===== src/rtl/femto_pkg.sv =====
// Shared constants for the femtoRV32 pipelined core.
// Width, NOP encoding and reset PC defaults.
package femto_pkg;

  localparam int unsigned FEMTO_XLEN = 32;
  localparam logic [31:0] FEMTO_NOP = 32'h0000_0013;
  localparam logic [31:0] FEMTO_RESET_PC = 32'h0000_0000;

endpackage


===== src/rtl/fetch_fifo.sv =====
// Prefetch queue: DEPTH x W synchronous FIFO.
// Clear wins over push; head is read straight from storage.
module fetch_fifo
  import femto_pkg::*;
#(
  parameter int unsigned W = 64,
  parameter int unsigned DEPTH = 4
) (
  input  logic                     clk,
  input  logic                     rst,
  input  logic                     push_i,
  input  logic [W-1:0]             din_i,
  input  logic                     pop_i,
  input  logic                     clear_i,
  output logic [$clog2(DEPTH):0]   count_o,
  output logic                     valid_o,
  output logic [W-1:0]             head_o
);

  localparam int unsigned PTR_W = $clog2(DEPTH);
  localparam int unsigned CNT_W = PTR_W + 1;

  logic [W-1:0]     mem_q [DEPTH];
  logic [PTR_W-1:0] rd_ptr_q, rd_ptr_d;
  logic [PTR_W-1:0] wr_ptr_q, wr_ptr_d;
  logic [CNT_W-1:0] count_q, count_d;
  logic             do_push;
  logic             do_pop;
  logic             full;

  assign full    = (count_q == CNT_W'(DEPTH));
  assign do_pop  = pop_i && (count_q != '0);
  assign do_push = push_i && (!full || do_pop);

  always_comb begin
    rd_ptr_d = rd_ptr_q;
    wr_ptr_d = wr_ptr_q;
    count_d  = count_q;
    if (clear_i) begin
      rd_ptr_d = '0;
      wr_ptr_d = '0;
      count_d  = '0;
    end else begin
      if (do_push) wr_ptr_d = wr_ptr_q + PTR_W'(1);
      if (do_pop)  rd_ptr_d = rd_ptr_q + PTR_W'(1);
      count_d = count_q + CNT_W'(do_push) - CNT_W'(do_pop);
    end
  end

  always_ff @(posedge clk or negedge rst) begin
    if (!rst) begin
      rd_ptr_q <= '0;
      wr_ptr_q <= '0;
      count_q  <= '0;
    end else begin
      rd_ptr_q <= rd_ptr_d;
      wr_ptr_q <= wr_ptr_d;
      count_q  <= count_d;
    end
  end

  // Storage needs no reset: entries are only visible when counted.
  always_ff @(posedge clk) begin
    if (do_push && !clear_i) mem_q[wr_ptr_q] <= din_i;
  end

  assign count_o = count_q;
  assign valid_o = (count_q != '0);
  assign head_o  = mem_q[rd_ptr_q];

endmodule


===== src/rtl/fetch_queue.sv =====
// Pipelined instruction fetch front end with prefetch queue.
// One request in flight; redirect flushes queue and kills the response.
module fetch_queue
  import femto_pkg::*;
#(
  parameter int unsigned     XLEN     = FEMTO_XLEN,
  parameter int unsigned     ADDR_W   = 12,
  parameter int unsigned     DEPTH    = 4,
  parameter logic [XLEN-1:0] RESET_PC = XLEN'(FEMTO_RESET_PC)
) (
  input  logic              clk,
  input  logic              rst,
  output logic              mem_req,
  output logic [ADDR_W-1:0] mem_addr,
  input  logic              mem_gnt,
  input  logic [XLEN-1:0]   mem_rdata,
  input  logic              redirect_valid,
  input  logic [XLEN-1:0]   redirect_pc,
  input  logic              halt,
  output logic              out_valid,
  output logic [XLEN-1:0]   out_pc,
  output logic [XLEN-1:0]   out_inst,
  input  logic              out_ready
);

  localparam int unsigned CNT_W = $clog2(DEPTH) + 1;

  logic [XLEN-1:0]   fetch_pc_q, fetch_pc_d;
  logic [XLEN-1:0]   pend_pc_q, pend_pc_d;
  logic              pend_q, pend_d;

  logic [CNT_W-1:0]  count;
  logic              fifo_valid;
  logic [2*XLEN-1:0] head;
  logic [CNT_W:0]    occ;
  logic              space;
  logic              pop;
  logic              push;
  logic              req_raw;
  logic              gnt;
  logic [XLEN-1:0]   target_pc;

  assign pop = fifo_valid && out_ready;

  // Occupancy counts the in-flight slot so a response always fits.
  always_comb begin
    occ = {1'b0, count}
        + (CNT_W+1)'(pend_q)
        - (CNT_W+1)'(pop);
  end

  assign space    = (occ < (CNT_W+1)'(DEPTH));
  assign req_raw  = !redirect_valid && !halt && space;
  assign mem_req  = req_raw && rst;
  assign gnt      = req_raw && mem_gnt;
  assign mem_addr = fetch_pc_q[ADDR_W-1:0];

  assign push      = pend_q && !redirect_valid;
  assign target_pc = redirect_pc & ~XLEN'(3);

  always_comb begin
    fetch_pc_d = fetch_pc_q;
    pend_pc_d  = pend_pc_q;
    pend_d     = pend_q;
    if (redirect_valid) begin
      fetch_pc_d = target_pc;
      pend_d     = 1'b0;
    end else begin
      if (pend_q) pend_d = 1'b0;
      if (gnt) begin
        pend_d     = 1'b1;
        pend_pc_d  = fetch_pc_q;
        fetch_pc_d = fetch_pc_q + XLEN'(4);
      end
    end
  end

  always_ff @(posedge clk or negedge rst) begin
    if (!rst) begin
      fetch_pc_q <= RESET_PC;
      pend_pc_q  <= '0;
      pend_q     <= 1'b0;
    end else begin
      fetch_pc_q <= fetch_pc_d;
      pend_pc_q  <= pend_pc_d;
      pend_q     <= pend_d;
    end
  end

  fetch_fifo #(
    .W     (2*XLEN),
    .DEPTH (DEPTH)
  ) u_fifo (
    .clk     (clk),
    .rst     (rst),
    .push_i  (push),
    .din_i   ({pend_pc_q, mem_rdata}),
    .pop_i   (pop),
    .clear_i (redirect_valid),
    .count_o (count),
    .valid_o (fifo_valid),
    .head_o  (head)
  );

  assign out_valid = fifo_valid;
  assign out_pc    = fifo_valid ? head[2*XLEN-1:XLEN] : '0;
  assign out_inst  = fifo_valid ? head[XLEN-1:0] : XLEN'(FEMTO_NOP);

endmodule


===== config.mk =====
export PLATFORM = sky130hd
export DESIGN_NAME = fetch_queue
export DESIGN_NICKNAME = d
export VERILOG_FILES = /design/src/rtl/femto_pkg.sv /design/src/rtl/fetch_fifo.sv /design/src/rtl/fetch_queue.sv
export SDC_FILE = /design/constraint.sdc
export NUM_CORES = 1
export LEC_CHECK = 0
export ABC_AREA = 1
export CAP_MARGIN = 15
export CORE_UTILIZATION = 61
export DETAILED_ROUTE_END_ITERATION = 10
export PLACE_DENSITY_LB_ADDON = 0.15
export SYNTH_ARGS = -nofsm -noshare
export SYNTH_HDL_FRONTEND = slang
export SYNTH_SLANG_ARGS = --single-unit

===== constraint.sdc =====
create_clock -name clk -period 11.85 [get_ports clk]
set_input_delay 1.185 -clock clk [delete_from_list [all_inputs] [get_ports clk]]
set_output_delay 1.185 -clock clk [all_outputs]
set_load 0.01 [all_outputs]

* Word-level counts from Yosys, hierarchy flattened *
Memories as Yosys holds them, arrays and structs flattened.
Cells that the tools add are included.

word-level totals
  flip-flop bits (word level) = 72
  bits in writable memories = 256
  bits of input ports = 70
  output and inout port bits = 78
  word-level logic and storage cells = 48
  memories = 1

memories
  name          words  width  read ports  clocked after Yosys merged registers in  wr ports  line              source
  u_fifo.mem_q  4      64     1           0                                        1         fetch_fifo.sv:23  logic [W-1:0] mem_q [DEPTH];

operators by class
  add/subtract/negate cells = 7
  magnitude comparators = 1
  equal/unequal tests = 1
  mux-type cells = 13
  bitwise logic cells = 1
  reduce and logical (&&, ||, !) cells = 18

operator list
  cell                                                                          count
  32-bit two-way mux                                                            4
  32-bit by 3-bit adder with 32-bit output, second input constant               1
  1-bit logical AND                                                             9
  2-bit two-way mux                                                             4
  2-bit nonzero test                                                            3
  2-bit by 1-bit adder with 2-bit output, second input constant                 2
  3-bit by 1-bit adder with 4-bit output                                        1
  4-bit by 3-bit less-than comparator with 1-bit output, second input constant  1
  1-bit two-way mux                                                             4
  4-bit by 1-bit subtractor with 4-bit output                                   1
  3-bit by 1-bit adder with 3-bit output                                        1
  3-bit == test, second input constant                                          1
  1-bit zero test                                                               3
  3-bit two-way mux                                                             1
  3-bit nonzero test                                                            1
  3-bit by 1-bit subtractor with 3-bit output                                   1
  2-bit AND reduction                                                           1
  1-bit logical OR                                                              1
  1-bit NOT                                                                     1

* Logic depth before layout (Yosys ltp) *
  word-level depth = 8
  gate-level depth with buffers = 16
  depth with buffers taken out = 15

* Cells and area by module *
A second synthesis with hierarchy kept.

unflattened totals
  cell total of the unflattened synthesis = 1,367
  area total of the unflattened synthesis = 14,123.5 um^2

modules (own cells, without submodules)
  module       instances  cells an instance  area each (um^2)  seq. area each (um^2)
  fetch_fifo   1          683                9,958.3           7,862.5
  fetch_queue  1          684                4,165.2           1,526.5

* Worst setup path before layout *
OpenSTA, ideal clock, no wires.

  path kind = input-to-reg
  start = input redirect_valid
  end = memory u_fifo.mem_q[0][0] (enable)
  data arrival time = 4.229 ns
  slack = 7.138 ns
  cell stages on the path = 4
  path through = buf_2 -> inv_2 -> nand3_1 -> nor2_1

on the way
  word-level cells in the longest chain between the ends = 6

RTL lines
  element                                      line                                 source
  start: declaration                           fetch_queue.sv:17                    input logic redirect_valid,
  1-bit zero test (*)                          fetch_fifo.sv:64, fetch_queue.sv:58
  1-bit logical AND                            fetch_queue.sv:58                    assign push = pend_q && !redirect_valid;
  1-bit logical AND                            fetch_fifo.sv:33                     assign do_push = push_i && (!full || do_pop);
  1-bit logical AND (*)                        fetch_fifo.sv:64                     if (do_push && !clear_i) mem_q[wr_ptr_q] <= din_i;
  1-bit two-way mux (*)                        fetch_fifo.sv:64
  1-bit two-way mux (not written as such) (*)  fetch_fifo.sv:64
  end: declaration                             fetch_fifo.sv:23

Mark *: on every way between the ends. The rest lies on a longest branch, timed or not.

* Final worst setup path *
  start = input out_ready
  end = output mem_req

on the way
  word-level cells in the longest chain between the ends = 5

RTL lines
  element                                                line               source
  start: declaration                                     fetch_queue.sv:23  input logic out_ready
  1-bit logical AND                                      fetch_queue.sv:43  assign pop = fifo_valid && out_ready;
  4-bit by 1-bit subtractor with 4-bit output            fetch_queue.sv:49  - (CNT_W+1)'(pop);
  4-bit by 3-bit less-than comparator with 1-bit output  fetch_queue.sv:52  assign space = (occ < (CNT_W+1)'(DEPTH));
  1-bit logical AND                                      fetch_queue.sv:53  assign req_raw = !redirect_valid && !halt && space;
  1-bit logical AND                                      fetch_queue.sv:54  assign mem_req = req_raw && rst;
  end: declaration                                       fetch_queue.sv:13  output logic mem_req,

No other way between the ends.

==> impl_metrics.env <==
export IMPL_rrSetupSlack_ps=7700
export IMPL_cts_sinks=316
export IMPL_io_buffers=141
export IMPL_finalSetupTns_ps=0
export IMPL_fin_nets=1515
export IMPL_hold_viol=0
export IMPL_grt_max_degree=95
export IMPL_synthArstFlopShare=0.215
export IMPL_cts_tree="done"
export IMPL_mostFrequentLayoutCell="nor2_1"
export IMPL_start_kind="input pin"
export IMPL_synth_area_mux_share=0
export IMPL_p_leak_nw=6.15
export IMPL_die_w_um=151
export IMPL_drive_gt1_frac=0.0651
export IMPL_place_congestion=0.924
export IMPL_power_share_switching=0.310
export IMPL_cts_buffers_inserted=31
export IMPL_synthesis_area_um2=13600
export IMPL_fmax_mhz=208
export IMPL_mostFrequentLayoutCells="nor2_1 (288), edfxtp_1 (248), nand2_1 (242)"
export IMPL_cts_path_max_buffers=3
export IMPL_path_cells="clkdlybuf4s50_1 > inv_1 > nor2_1 > ha_1 > inv_1 > ha_1 > nand4_1 > nand3_1 > nand2_1 > nor2_1 > and3_1 > clkdlybuf4s50_1"
export IMPL_switchingPower_w=0.00109
export IMPL_synth_edf_count=248
export IMPL_initial_utilization=0.624
export IMPL_yosys_area_share_xor_xnor=0.000643
export IMPL_whs_endpoint="u_fifo.mem_q[0][51]$_DFFE_PP_"
export IMPL_synthAdderAreaFrac=0.00974
export IMPL_ff2ff_path_depth=15
export IMPL_chipHeight_um=151
export IMPL_fp_dieArea_um2=22900
export IMPL_clkPwrFrac=0.298
export IMPL_p_int_w=0.00242
export IMPL_critPathTopFamily="buffers and inverters"
export IMPL_hold_class="reg -> reg"
export IMPL_rsz0062_at_grt="false"
export IMPL_cp_slowest_stage_delay_ps=530
export IMPL_synthCells=1326
export IMPL_worst_hold_startpoint="pend_pc_q[19]$_DFFE_PN0P_"
export IMPL_dpl_cell_count=1682
export IMPL_holdWs_ps=524
export IMPL_overflow=0
export IMPL_synth_top_family_by_area="simple AND/OR/NAND/NOR gates"
export IMPL_drt_first_pass_iters=5
export IMPL_grt_pass1_vias=9087
export IMPL_syn_area_per_cell_um2=10.3
export IMPL_n_fill_cell=1499
export IMPL_initialDrtViolationCount=653
export IMPL_critical_path_class="in -> out"
export IMPL_cts_resized=0
export IMPL_drtAntennaViolNets=0
export IMPL_core_area_um2=21800
export IMPL_period_minus_slack_ps=4810
export IMPL_diodes=0
export IMPL_gr_usage_all_layers=0.252
export IMPL_cts_hold_buffers=0
export IMPL_synth_compound_area_share=0.0880
export IMPL_wl_um=28700
export IMPL_hpwl_um=15900
export IMPL_post_cts_setup_buffers=0
export IMPL_ys_seq_elements=316
export IMPL_power_frac_seq=0.425
export IMPL_maxSlewViolCount=0
export IMPL_clk_pin_slew_ps=60
export IMPL_viasPerCell=5.51
export IMPL_worstSetupEndpointType="output port"
export IMPL_synth_warnings=0
export IMPL_fin_skew_ps=13.4
export IMPL_wire_per_inst_um=16.5
export IMPL_timing_final_crit_share=0.406
export IMPL_ys_seq_area_frac=0.672
export IMPL_maxCapViolCount=0
export IMPL_clk_insertion_delay_late_ps=550
export IMPL_vias=9576
export IMPL_cp_slowest_cell="clkdlybuf4s50_1"
export IMPL_outcome="finished clean"
export IMPL_crit_fanout=3
export IMPL_cp_required_ps=10670
export IMPL_worstMarginPinSlew_ps=1090
export IMPL_setup_viol=0
export IMPL_cp_data_arrival_time_ps=3620
export IMPL_synth_ff_type="edfxtp_1"
export IMPL_r2r_end="fetch_pc_q[13]$_DFFE_PN0P_"
export IMPL_htree_levels=1
export IMPL_p_per_area_nw_per_um2=216
export IMPL_fin_cells=1739
export IMPL_drc=0
export IMPL_antenna_found_initial=0
export IMPL_max_slew_margin=0.272
export IMPL_ir_drop_v=0.000126
export IMPL_clock_root_buffer="clkbuf_16"
export IMPL_synth_simple_gate_area_frac=0.183
export IMPL_row_count=54
export IMPL_whs_path_depth=0
export IMPL_yosysUniqueCellTypes=29
export IMPL_grt_pass1_wl_um=44500
export IMPL_pin_count=148
export IMPL_crit_buf_inv=4
export IMPL_p_comb_frac=0.277
export IMPL_syn2layout_area_growth_pct=19.1
export IMPL_timing_rr_start="u_fifo.count_o[1]$_DFF_PN0_"
## area by class of cell
class,count,area [um^2],share of cell area
clock buffers,37,848,0.0523
clock inverters,20,264,0.0163
inverters,59,223,0.0137
multi-input cells,872,3870,0.239
flip-flops and latches,316,9150,0.564
well taps,280,350,0.0216
repair buffers,155,1510,0.0932
## logic make-up after synthesis
logic type / Yosys count
and+or+nand+nor: 621
DFF: 316
AOI/OAI and AO/OA: 236
buffers and inverters: 141
adders and majority gates: 10
xor gates and xnor gates: 1
other: 1
## sequential cells by signal (all words and copies together) (netlist names)
name	count
fetch_pc_q	30
pend_pc_q	30
pend_q	1
u_fifo.count_o	3
u_fifo.mem_q	248
u_fifo.rd_ptr_q	2
u_fifo.wr_ptr_q	2
## how the worst max path moves through the flow
stage                              start                           end  cells after the start
after detailed placement       out_ready    fetch_pc_q[29]$_DFFE_PN0P_                     14
after floorplan           redirect_valid  u_fifo.mem_q[0][0]$_DFFE_PP_                      4
after CTS                      out_ready                       mem_req                     12
final                          out_ready                       mem_req                     12
after global routing           out_ready                       mem_req                     12
after global placement         out_ready    fetch_pc_q[25]$_DFFE_PN0P_                     14
## synthesized netlist by cell type, types with 14 or more instances
cell,count,share of area
nor2_1,292,0.081
edfxtp_1,248,0.55
nand2_1,242,0.067
o21ai_0,144,0.053
nand3_1,70,0.026
dfrtp_1,68,0.12
a21oi_1,66,0.024
inv_1,52,0.014
clkbuf_1,35,0.0097
o21ai_1,21,0.0077
buf_4,16,0.0088
buf_2,14,0.0051
## power groups by stage
stage / registers (W) / clock network, W / logic, W
final: 0.00149 / 0.00104 / 0.000970
after global routing: 0.00150 / 0.00110 / 0.00108
after CTS: 0.00148 / 0.00106 / 0.000981
after detailed placement: 0.00151 / 0 / 0.000969
after global placement: 0.00150 / 0 / 0.000949
after floorplan: 0.00146 / 0 / 0.000561
## stage by stage
step	area (um^2)	utilization	setup slack [ps]	total power [W]
detailed placement	15100	0.692	6870	0.00247
global placement	15100	0.692	6960	0.00245
floorplan	13600	-	7140	0.00202
global route	16200	0.743	6840	0.00368
CTS	16200	0.743	7040	0.00352
finish	16200	0.743	7040	0.00350
## routing by layer
metal	track usage	vias to the layer above	routed length, um
met1	0.342	4565	12400
met2	0.428	286	14000
met3	0.0322	39	1740
met4	0.0700	0	542
li1	-	4686	-
met5	0	-	0
No activity file was read; power rests on OpenSTA's default activity.
